[src/rtl/id_exe_hazard_ctrl_pkg.sv]
// Shared FSM state encoding and pipeline control bundle for the ID/EXE hazard controller.
package id_exe_hazard_ctrl_pkg;

  typedef enum logic [1:0] {
    HzRun     = 2'd0,
    HzFlush   = 2'd1,
    HzMemWait = 2'd2
  } hz_state_e;

  typedef struct packed {
    logic pc_hold;
    logic if_id_hold;
    logic if_id_flush;
    logic id_exe_hold;
    logic id_exe_bubble;
  } hz_ctrl_t;

  localparam hz_ctrl_t CtrlNop = '{
    pc_hold: 1'b0, if_id_hold: 1'b0, if_id_flush: 1'b0, id_exe_hold: 1'b0, id_exe_bubble: 1'b0
  };

  localparam hz_ctrl_t CtrlFlush = '{
    pc_hold: 1'b0, if_id_hold: 1'b0, if_id_flush: 1'b1, id_exe_hold: 1'b0, id_exe_bubble: 1'b1
  };

  localparam hz_ctrl_t CtrlMemHold = '{
    pc_hold: 1'b1, if_id_hold: 1'b1, if_id_flush: 1'b0, id_exe_hold: 1'b1, id_exe_bubble: 1'b0
  };

  localparam hz_ctrl_t CtrlLoadUse = '{
    pc_hold: 1'b1, if_id_hold: 1'b1, if_id_flush: 1'b0, id_exe_hold: 1'b0, id_exe_bubble: 1'b1
  };

  function automatic logic ctrl_stalls(hz_ctrl_t c);
    return c.pc_hold | c.id_exe_hold | c.id_exe_bubble;
  endfunction

endpackage

[src/rtl/id_exe_hazard_ctrl_sat_counter.sv]
// Saturating up-counter with synchronous active-high reset.
module sat_counter #(
  parameter int unsigned Width = 16
) (
  input  logic             clk,
  input  logic             rst,
  input  logic             inc,
  output logic [Width-1:0] count
);

  logic [Width-1:0] cnt_q;

  always_ff @(posedge clk) begin
    if (rst) begin
      cnt_q <= '0;
    end else if (inc && (cnt_q != {Width{1'b1}})) begin
      cnt_q <= cnt_q + Width'(1);
    end
  end

  assign count = cnt_q;

endmodule

[src/rtl/id_exe_hazard_ctrl.sv]
// ID/EXE hazard sequencer: load-use stalls, redirect flushes and data-memory freezes,
// with a saturating stall-cycle counter.
module id_exe_hazard_ctrl
  import id_exe_hazard_ctrl_pkg::*;
#(
  parameter int unsigned ASIZE        = 5,
  parameter int unsigned FLUSH_CYCLES = 2,
  parameter int unsigned CNT_W        = 16
) (
  input  logic             clk,
  input  logic             rst,
  input  logic [ASIZE-1:0] id_rs1,
  input  logic [ASIZE-1:0] id_rs2,
  input  logic             id_uses_rs2,
  input  logic             ex_mem_read,
  input  logic             ex_wen,
  input  logic [ASIZE-1:0] ex_waddr,
  input  logic             ex_redirect,
  input  logic             mem_busy,
  output logic             pc_hold,
  output logic             if_id_hold,
  output logic             if_id_flush,
  output logic             id_exe_hold,
  output logic             id_exe_bubble,
  output logic [CNT_W-1:0] stall_cnt
);

  localparam int unsigned FcW = $clog2(FLUSH_CYCLES + 1);
  localparam logic [FcW-1:0] FlushReload = FcW'(FLUSH_CYCLES - 1);

  hz_state_e      state_q, state_d;
  hz_state_e      ret_q, ret_d;
  hz_state_e      eff_state;
  logic [FcW-1:0] flush_cnt_q, flush_cnt_d;
  hz_ctrl_t       ctrl;
  logic           load_use;

  assign load_use = ex_mem_read && ex_wen && (ex_waddr != '0) &&
                    ((ex_waddr == id_rs1) || (id_uses_rs2 && (ex_waddr == id_rs2)));

  // Leaving MEM_WAIT behaves exactly like the state that was frozen.
  assign eff_state = (state_q == HzMemWait) ? ret_q : state_q;

  always_ff @(posedge clk) begin
    if (rst) begin
      state_q     <= HzRun;
      ret_q       <= HzRun;
      flush_cnt_q <= '0;
    end else begin
      state_q     <= state_d;
      ret_q       <= ret_d;
      flush_cnt_q <= flush_cnt_d;
    end
  end

  always_comb begin
    state_d     = state_q;
    ret_d       = ret_q;
    flush_cnt_d = flush_cnt_q;
    ctrl        = CtrlNop;

    if (rst) begin
      ctrl = CtrlFlush;
    end else if (mem_busy) begin
      ctrl    = CtrlMemHold;
      state_d = HzMemWait;
      ret_d   = eff_state;
    end else if (ex_redirect) begin
      ctrl = CtrlFlush;
      if (FLUSH_CYCLES > 1) begin
        state_d     = HzFlush;
        flush_cnt_d = FlushReload;
      end else begin
        state_d = HzRun;
      end
    end else if (eff_state == HzFlush) begin
      ctrl = CtrlFlush;
      if (flush_cnt_q <= FcW'(1)) begin
        state_d     = HzRun;
        flush_cnt_d = '0;
      end else begin
        state_d     = HzFlush;
        flush_cnt_d = flush_cnt_q - FcW'(1);
      end
    end else begin
      // Bubble in ID/EXE removes the hazard next cycle, so the stall is single-cycle.
      if (load_use) begin
        ctrl = CtrlLoadUse;
      end
      state_d = HzRun;
    end
  end

  assign pc_hold       = ctrl.pc_hold;
  assign if_id_hold    = ctrl.if_id_hold;
  assign if_id_flush   = ctrl.if_id_flush;
  assign id_exe_hold   = ctrl.id_exe_hold;
  assign id_exe_bubble = ctrl.id_exe_bubble;

  sat_counter #(
    .Width(CNT_W)
  ) u_stall_cnt (
    .clk  (clk),
    .rst  (rst),
    .inc  (ctrl_stalls(ctrl)),
    .count(stall_cnt)
  );

endmodule
[config.mk]
export PLATFORM = sky130hd
export DESIGN_NAME = id_exe_hazard_ctrl
export DESIGN_NICKNAME = d
export VERILOG_FILES = /design/src/rtl/id_exe_hazard_ctrl_pkg.sv /design/src/rtl/id_exe_hazard_ctrl_sat_counter.sv /design/src/rtl/id_exe_hazard_ctrl.sv
export SDC_FILE = /design/constraint.sdc
export NUM_CORES = 1
export LEC_CHECK = 0
export CORE_ASPECT_RATIO = 0.9
export CORE_MARGIN = 1.5
export CORE_UTILIZATION = 44
export DETAILED_ROUTE_END_ITERATION = 16
export PLACE_DENSITY = 0.78
export SYNTH_ARGS = -nofsm -noshare
export SYNTH_HDL_FRONTEND = slang
export SYNTH_SLANG_ARGS = --single-unit
[constraint.sdc]
create_clock -name clk -period 2.7 [get_ports clk]
set_input_delay 0.54 -clock clk [delete_from_list [all_inputs] [get_ports clk]]
set_output_delay 0.54 -clock clk [all_outputs]
set_load 0.02 [all_outputs]
==> impl_results.md, run 1 <==
- MaxCap Viol Count: 0
- Net count after synthesis: 173
- Largest net degree at the start of global routing: 24
- Later-pin clock latency in the skew report: 290 ps
- Horiz. Die Dim: 58.90 um
- Number of synthesized register bits: 22
- Max-slew headroom at the worst pin: 61.43%
- Post-layout minimum cycle time: 2646 ps
- Number of antenna cells inserted: 0
- Sum of negative setup slack: 0 ps
- Post-synthesis cell type with the largest combined area: dfxtp_1
- Per-instance average area after synthesis: 8.250 um^2
- Wire length of the first global-routing pass: 5513 um
- CP startpoint kind: input port
- Share of the clock period used by the worst path after layout: 97.99%
- Delay of the slowest cell on the worst path: 520 ps
- Cell with the largest stage delay on the worst path: clkdlybuf4s50_1
- Final instance count without filler cells: 236
- Number of rows created at floorplan: 18
- Area Overhead vs Synth: 45.60%
- Initial antenna violation count: 0
- Number of detailed-routing iterations run before antenna repair: 4
- Number of top-level design ports: 43
- Core ar.: 2703 um^2
- Final number of setup-violating endpoints: 0
- Fraction of synthesis flops using an asynchronous set or reset pin: 0%
- Library cell with the highest instance count after synthesis: dfxtp_1
- Starting density of the core: 45.79%
- Antenna Violating Nets Remaining: 0
- Count of final hold-check violations: 0
- Cell area after layout: 1802 um^2
- Buffers on Ports: 42
- Vias post-DR: 1,298
- Result of the run: complete, no violations
- Synthesized cell area: 1237 um^2
- Most frequently used flop master after synthesis: dfxtp_1
- Setup WS post-layout: 54.29 ps
- Worst endpoint data arrival time: 2110 ps
- CP endpoint kind: primary output
- Static Leak: 0.6592 nW
- Iteration-0 DRC Markers: 47
- Unrepaired setup endpoints after global routing: true
- Placement-stage cell area: 1780 um^2
- Largest cells by area after synthesis: dfxtp_1 36%, xnor2_1 7.1%, a21oi_1 6.5%
- Fraction of layout cells with a size suffix above 1: 16.50%
- Top cell family by delay on the critical path: buffers and inverters
- Worst path required time: 2160 ps
- Pin slew with the least headroom to its limit: 574.1 ps
- Largest fanout on the critical path: 2
- Sequential element share of the synthesized area: 35.59%
- Die area: 3140 um^2
- Number of remaining DRC errors: 0
- Sum of routed wire length over all layers: 3274 um
- Depth of the CTS H-tree: 1
- Routed wirelength normalized by instance count: 13.87 um
- Clock slew at the register clock pins of the worst setup and hold paths: 100 ps
- GRT Resource Usage Total: 22.86%
- Die Span Y: 53.31 um
- TritonCTS Sinks: 22
- Cell repeated most along the worst path: clkdlybuf4s50_1
- Post-Synthesis Cells: 150
- Layout net count: 231
- Number of global-route vias before repair: 1,201
- Clk_skew: 7.265 ps
- Average vias per placed instance: 5.500
- Worst vdd ir: 0.2842 mV
- TritonCTS clock tree: yes
- Root Buffer Master: clkbuf_4
- Post-layout power: 0.6460 mW
- Worst hold-check path type: reg -> reg
- DPL Wire Length: 2583 um
- Pins over their slew limit: 0
- Maximum buffer depth of the clock tree: 2
- Number of warnings printed during yosys synthesis: 0
- Layout filler cell count: 241
- RePlAce Congestion: 0.8131
- Post-CTS Repair Setup Buffers: 0
- Pwr per Cell Area: 358.6 nW/um^2
- Residual overflow from global routing: 0
- EDFF count, synth: 0
- Number of library cell types mapped by synthesis: 41
- Portion of synthesized cell area occupied by the leading cell type: 35.59%
- Crit-path cells: clkdlybuf4s50_1, nor4_2, nor2_1, buf_4, clkdlybuf4s50_1
- Dpl cells: 233
- CP bufs+invs: 3
- Fmax: 0.3780 GHz
- Worst-case hold slack: 492.0 ps
- Post-place setup slack: -465.9 ps
- Most frequent cells after synthesis: 22 x dfxtp_1, 16 x a21oi_1, 12 x nor2_1, 10 x or3_1, 10 x xnor2_1
- Post-layout utilization of the core: 66.67%
- Crit Path Class: in -> out
- TritonCTS Buffers: 3
## placed cells by master, fill, tap and decap left out, drive strengths merged, types with 2 or more instances in the layout
cell type      count
clkdlybuf4s50     36
dfxtp             22
buf               22
a21oi             16
o21ai             14
nor2              12
or3               10
xnor2             10
nand3              9
nand2              9
inv                4
nand4              4
nor3               4
clkbuf             3
dlygate4sd2        3
nor4               3
or4                2
and3               2
nor2b              2
## what timing repair did
action / CTS / global route
pin swaps: 0 / 3
hold buffers: 0 / 0
endpoints found under the setup margin: 3 / 4
gates resized for setup: 18 / 2
## worst register-to-register path: stages, from the launching register on
cell,delay (ps)
dfxtp_1,370
ha_1,240
nand3_1,210
nor3_1,120
a32oi_2,270
nand2_4,120
buf_4,200
or3_1,350
a21oi_1,160
## path summary, 6_finish.rpt
path	startpoint	end	slack [ps]	depth (start not counted)
min	ret_q[0]$_SDFFE_PP0P_	ret_q[0]$_SDFFE_PP0P_	490	2
min reg2reg	ret_q[0]$_SDFFE_PP0P_	ret_q[0]$_SDFFE_PP0P_	490	2
max	ex_redirect	if_id_flush	50	5
max reg2reg	u_stall_cnt.count[0]$_SDFFE_PP0P_	u_stall_cnt.count[13]$_SDFFE_PP0P_	600	8
## flip-flops by register name (all words and copies together), names as in the netlist
signal             flops
ret_q                  2
u_stall_cnt.count     16
state_q                2
flush_cnt_q            2
## final cells by class
class	instances	area, um^2	share of cell area (%)
multi-input combinational	116	742.0	41.18
timing repair buffer	61	544.3	30.21
sequential	22	440.4	24.44
tap	30	37.54	2.083
clock buffer	3	22.52	1.250
inverter	4	15.01	0.8333
## per-layer routing
layer  global-route usage [%]  part of all wire [%]
met3                    3.667                   3.3
met2                    42.41                    53
met4                    4.167                   1.1
met5                        0                     0
met1                    27.79                    42
## cell families (layout without fill, tap and decap cells)
| family | after synthesis | count (layout) | synth area share [%] |
|---|---|---|---|
| AO/OA/AOI/OAI | 39 | 39 | 19.31 |
| multiplexers | 2 | 2 | 1.719 |
| AND/OR/NAND/NOR | 63 | 63 | 28.72 |
| adder cells (fa/ha/maj) | 1 | 1 | 1.011 |
| XOR/XNOR | 11 | 11 | 7.785 |
| buffers and inverters | 12 | 68 | 5.865 |
| flip-flops | 22 | 22 | 35.59 |
## where the power goes
group          switching [mW]  leakage, nW  internal, mW
logic                  0.0753        0.467        0.0900
clock network          0.0862       0.0138        0.0518
registers             0.00933        0.178         0.333
total                   0.171        0.659         0.475
Note: power is estimated with default switching activity, not from simulation.
==> run 2, diff against run 1 <==
- clock period: 2.7 -> 2.5 ns (I/O delays scaled with it)
==> impl_results.md, run 2 (synthesis gave the netlist of run 1 again) <==
- Result of the run: complete, no violations
- Fmax: 0.4058 GHz
- Crit Path Class: in -> out
- CP bufs+invs: 3 (unchanged)
- Root Buffer Master: clkbuf_4
- Worst path required time: 2000 ps (-160 ps)
- Max-slew headroom at the worst pin: 65.02% (+3.6 points)
- MaxCap Viol Count: 0 (unchanged)
- Number of top-level design ports: 43 (unchanged)
- Commonest non-fill, non-tap cells in the layout: 32 x clkdlybuf4s50_1, 23 x buf_4, 22 x dfxtp_1, 16 x a21oi_1, 12 x nor2_1
- Pin slew with the least headroom to its limit: 520.8 ps (-53.35 ps)
- Startpoint of the worst register-to-register path: state_q[0]$_SDFF_PP0_
- Number of rows created at floorplan: 18 (unchanged)
- Min-delay src: state_q[0]$_SDFF_PP0_
- DPL Wire Length: 2528 um (-2.1%)
- Depth of the CTS H-tree: 1 (unchanged)
- Final instance count without filler cells: 240 (+1.7%)
- Area Overhead vs Synth: 51.87%
- Number of remaining DRC errors: 0 (unchanged)
- TritonCTS Sinks: 22 (unchanged)
- Iteration-0 DRC Markers: 53 (+13%)
- Largest fanout on the critical path: 3 (+1)
- Number of detailed-routing iterations run before antenna repair: 4 (unchanged)
- Post-layout power: 0.8271 mW (+28%)
- Startpoint of the most critical setup path: ex_waddr[2]
- Antenna Violating Nets Remaining: 0 (unchanged)
- TritonCTS Buffers: 3 (unchanged)
- Buffers on Ports: 42 (unchanged)
- RePlAce Congestion: 0.8145 (+0.17%)
- Most common cell after layout, fill and taps aside: clkdlybuf4s50_1
- CP startpoint kind: input port
- Clk_skew: 16.30 ps (+9.038 ps)
- Top cell family by delay on the critical path: buffers and inverters
- Worst vdd ir: 0.3074 mV (+8.2%)
- Worst endpoint data arrival time: 1960 ps (-150 ps)
- Share of the clock period used by the worst path after layout: 98.57%
- Sum of routed wire length over all layers: 3291 um (+0.52%)
- Post-place setup slack: -523.3 ps (-57.41 ps)
- Layout net count: 234 (+1.3%)
- TritonCTS clock tree: yes
- Clock slew at the register clock pins of the worst setup and hold paths: 130 ps (+30 ps)
- Die area: 3140 um^2 (unchanged)
- Fraction of layout cells with a size suffix above 1: 18.57% (+2.1 points)
- Sum of negative setup slack: 0 ps (unchanged)
- CP endpoint kind: primary output
- Post-layout minimum cycle time: 2464 ps
- Wire length of the first global-routing pass: 5492 um (-0.38%)
- Dpl cells: 235 (+0.86%)
- Setup WS post-layout: 35.78 ps (-18.52 ps)
- Count of final hold-check violations: 0 (unchanged)
- Average vias per placed instance: 5.392 (-2.0%)
- Later-pin clock latency in the skew report: 310 ps (+20 ps)
- Largest register FFs: 16 (unchanged)
- Core ar.: 2703 um^2 (unchanged)
- Starting density of the core: 45.79% (unchanged)
- Routed wirelength normalized by instance count: 13.71 um (-1.2%)
- Die Span Y: 53.31 um (unchanged)
- Static Leak: 0.7174 nW (+8.8%)
- Worst hold-check path type: reg -> reg
- Final number of setup-violating endpoints: 0 (unchanged)
- Number of global-route vias before repair: 1,292 (+7.6%)
- Residual overflow from global routing: 0 (unchanged)
- Unrepaired setup endpoints after global routing: true
- Worst-case hold slack: 499.4 ps (+7.434 ps)
- Vias post-DR: 1,294 (-0.31%)
- Maximum buffer depth of the clock tree: 2 (unchanged)
- Largest net degree at the start of global routing: 24 (unchanged)
- Delay of the slowest cell on the worst path: 530 ps (about the same)
- GRT Resource Usage Total: 22.76% (-0.11 points)
- Horiz. Die Dim: 58.90 um (unchanged)
- Cell with the largest stage delay on the worst path: or4_1
- Initial antenna violation count: 0 (unchanged)
- Pwr per Cell Area: 440.1 nW/um^2 (+23%)
- Number of antenna cells inserted: 0 (unchanged)
- Pins over their slew limit: 0 (unchanged)
- Hold_buf cts: 0 (unchanged)
- Layout filler cell count: 210 (-13%)
- Crit-path cells: dlygate4sd2_1, or4_1, o211ai_2, buf_4, o32ai_2, buf_2
-- run 2: timing repair --
item | CTS | global route
pin swaps | 2 | 1
setup endpoints to repair | 4 | 4
hold endpoints to repair | 0 | 0
setup buffers | 1 | 0
gates resized for setup | 21 | 5
-- run 2: layer usage --
metal  up-vias  GRT usage (%)  share of wire, %
li1        664              -                 -
met4         0          5.303              0.43
met3         2          2.689               4.2
met1       601          24.26                42
met5         -              0                 0
met2        27          46.67                54
-- run 2: final timing paths --
path / slack [ps] / to / cells past startpoint
setup / recovery: 40 / id_exe_bubble / 6
hold / removal: 500 / ret_q[0]$_SDFFE_PP0P_ / 2
setup reg to reg: 450 / u_stall_cnt.count[14]$_SDFFE_PP0P_ / 8
hold reg to reg: 500 / ret_q[0]$_SDFFE_PP0P_ / 2
-- run 2: worst reg2reg max path, stage by stage (launching register included) --
cell,delay (ps)
dfxtp_1,350
and4bb_2,340
nor4_2,70
buf_4,150
a32oi_2,270
nand2_4,130
buf_12,170
or3_1,350
a21oi_1,150
-- run 2: per-stage QoR --
step	area, um^2	utilization (%)
after floorplan	1240	-
after CTS	1862	68.89
after detailed placement	1810	66.99
after global routing	1879	69.54
final	1879	69.54
after global placement	1810	66.99
-- run 2: final cells by class --
class | instances | area (um^2) | share of cell area (%)
Tap cell | 30 | 37.54 | 1.997
Clock buffer | 3 | 22.52 | 1.198
Sequential cell | 22 | 440.4 | 23.44
Timing Repair Buffer | 64 | 586.8 | 31.23
Inverter | 4 | 15.01 | 0.7989
Multi-Input combinational cell | 116 | 747.0 | 39.75
Clock inverter | 1 | 30.03 | 1.598
-- run 2: power by group --
part	switching, mW	leakage (nW)	total, mW	internal (mW)
Sequential	0.0102	0.178	0.370	0.360
Combinational	0.0837	0.511	0.187	0.103
Clock	0.108	0.0279	0.270	0.162
Total	0.202	0.717	0.827	0.625
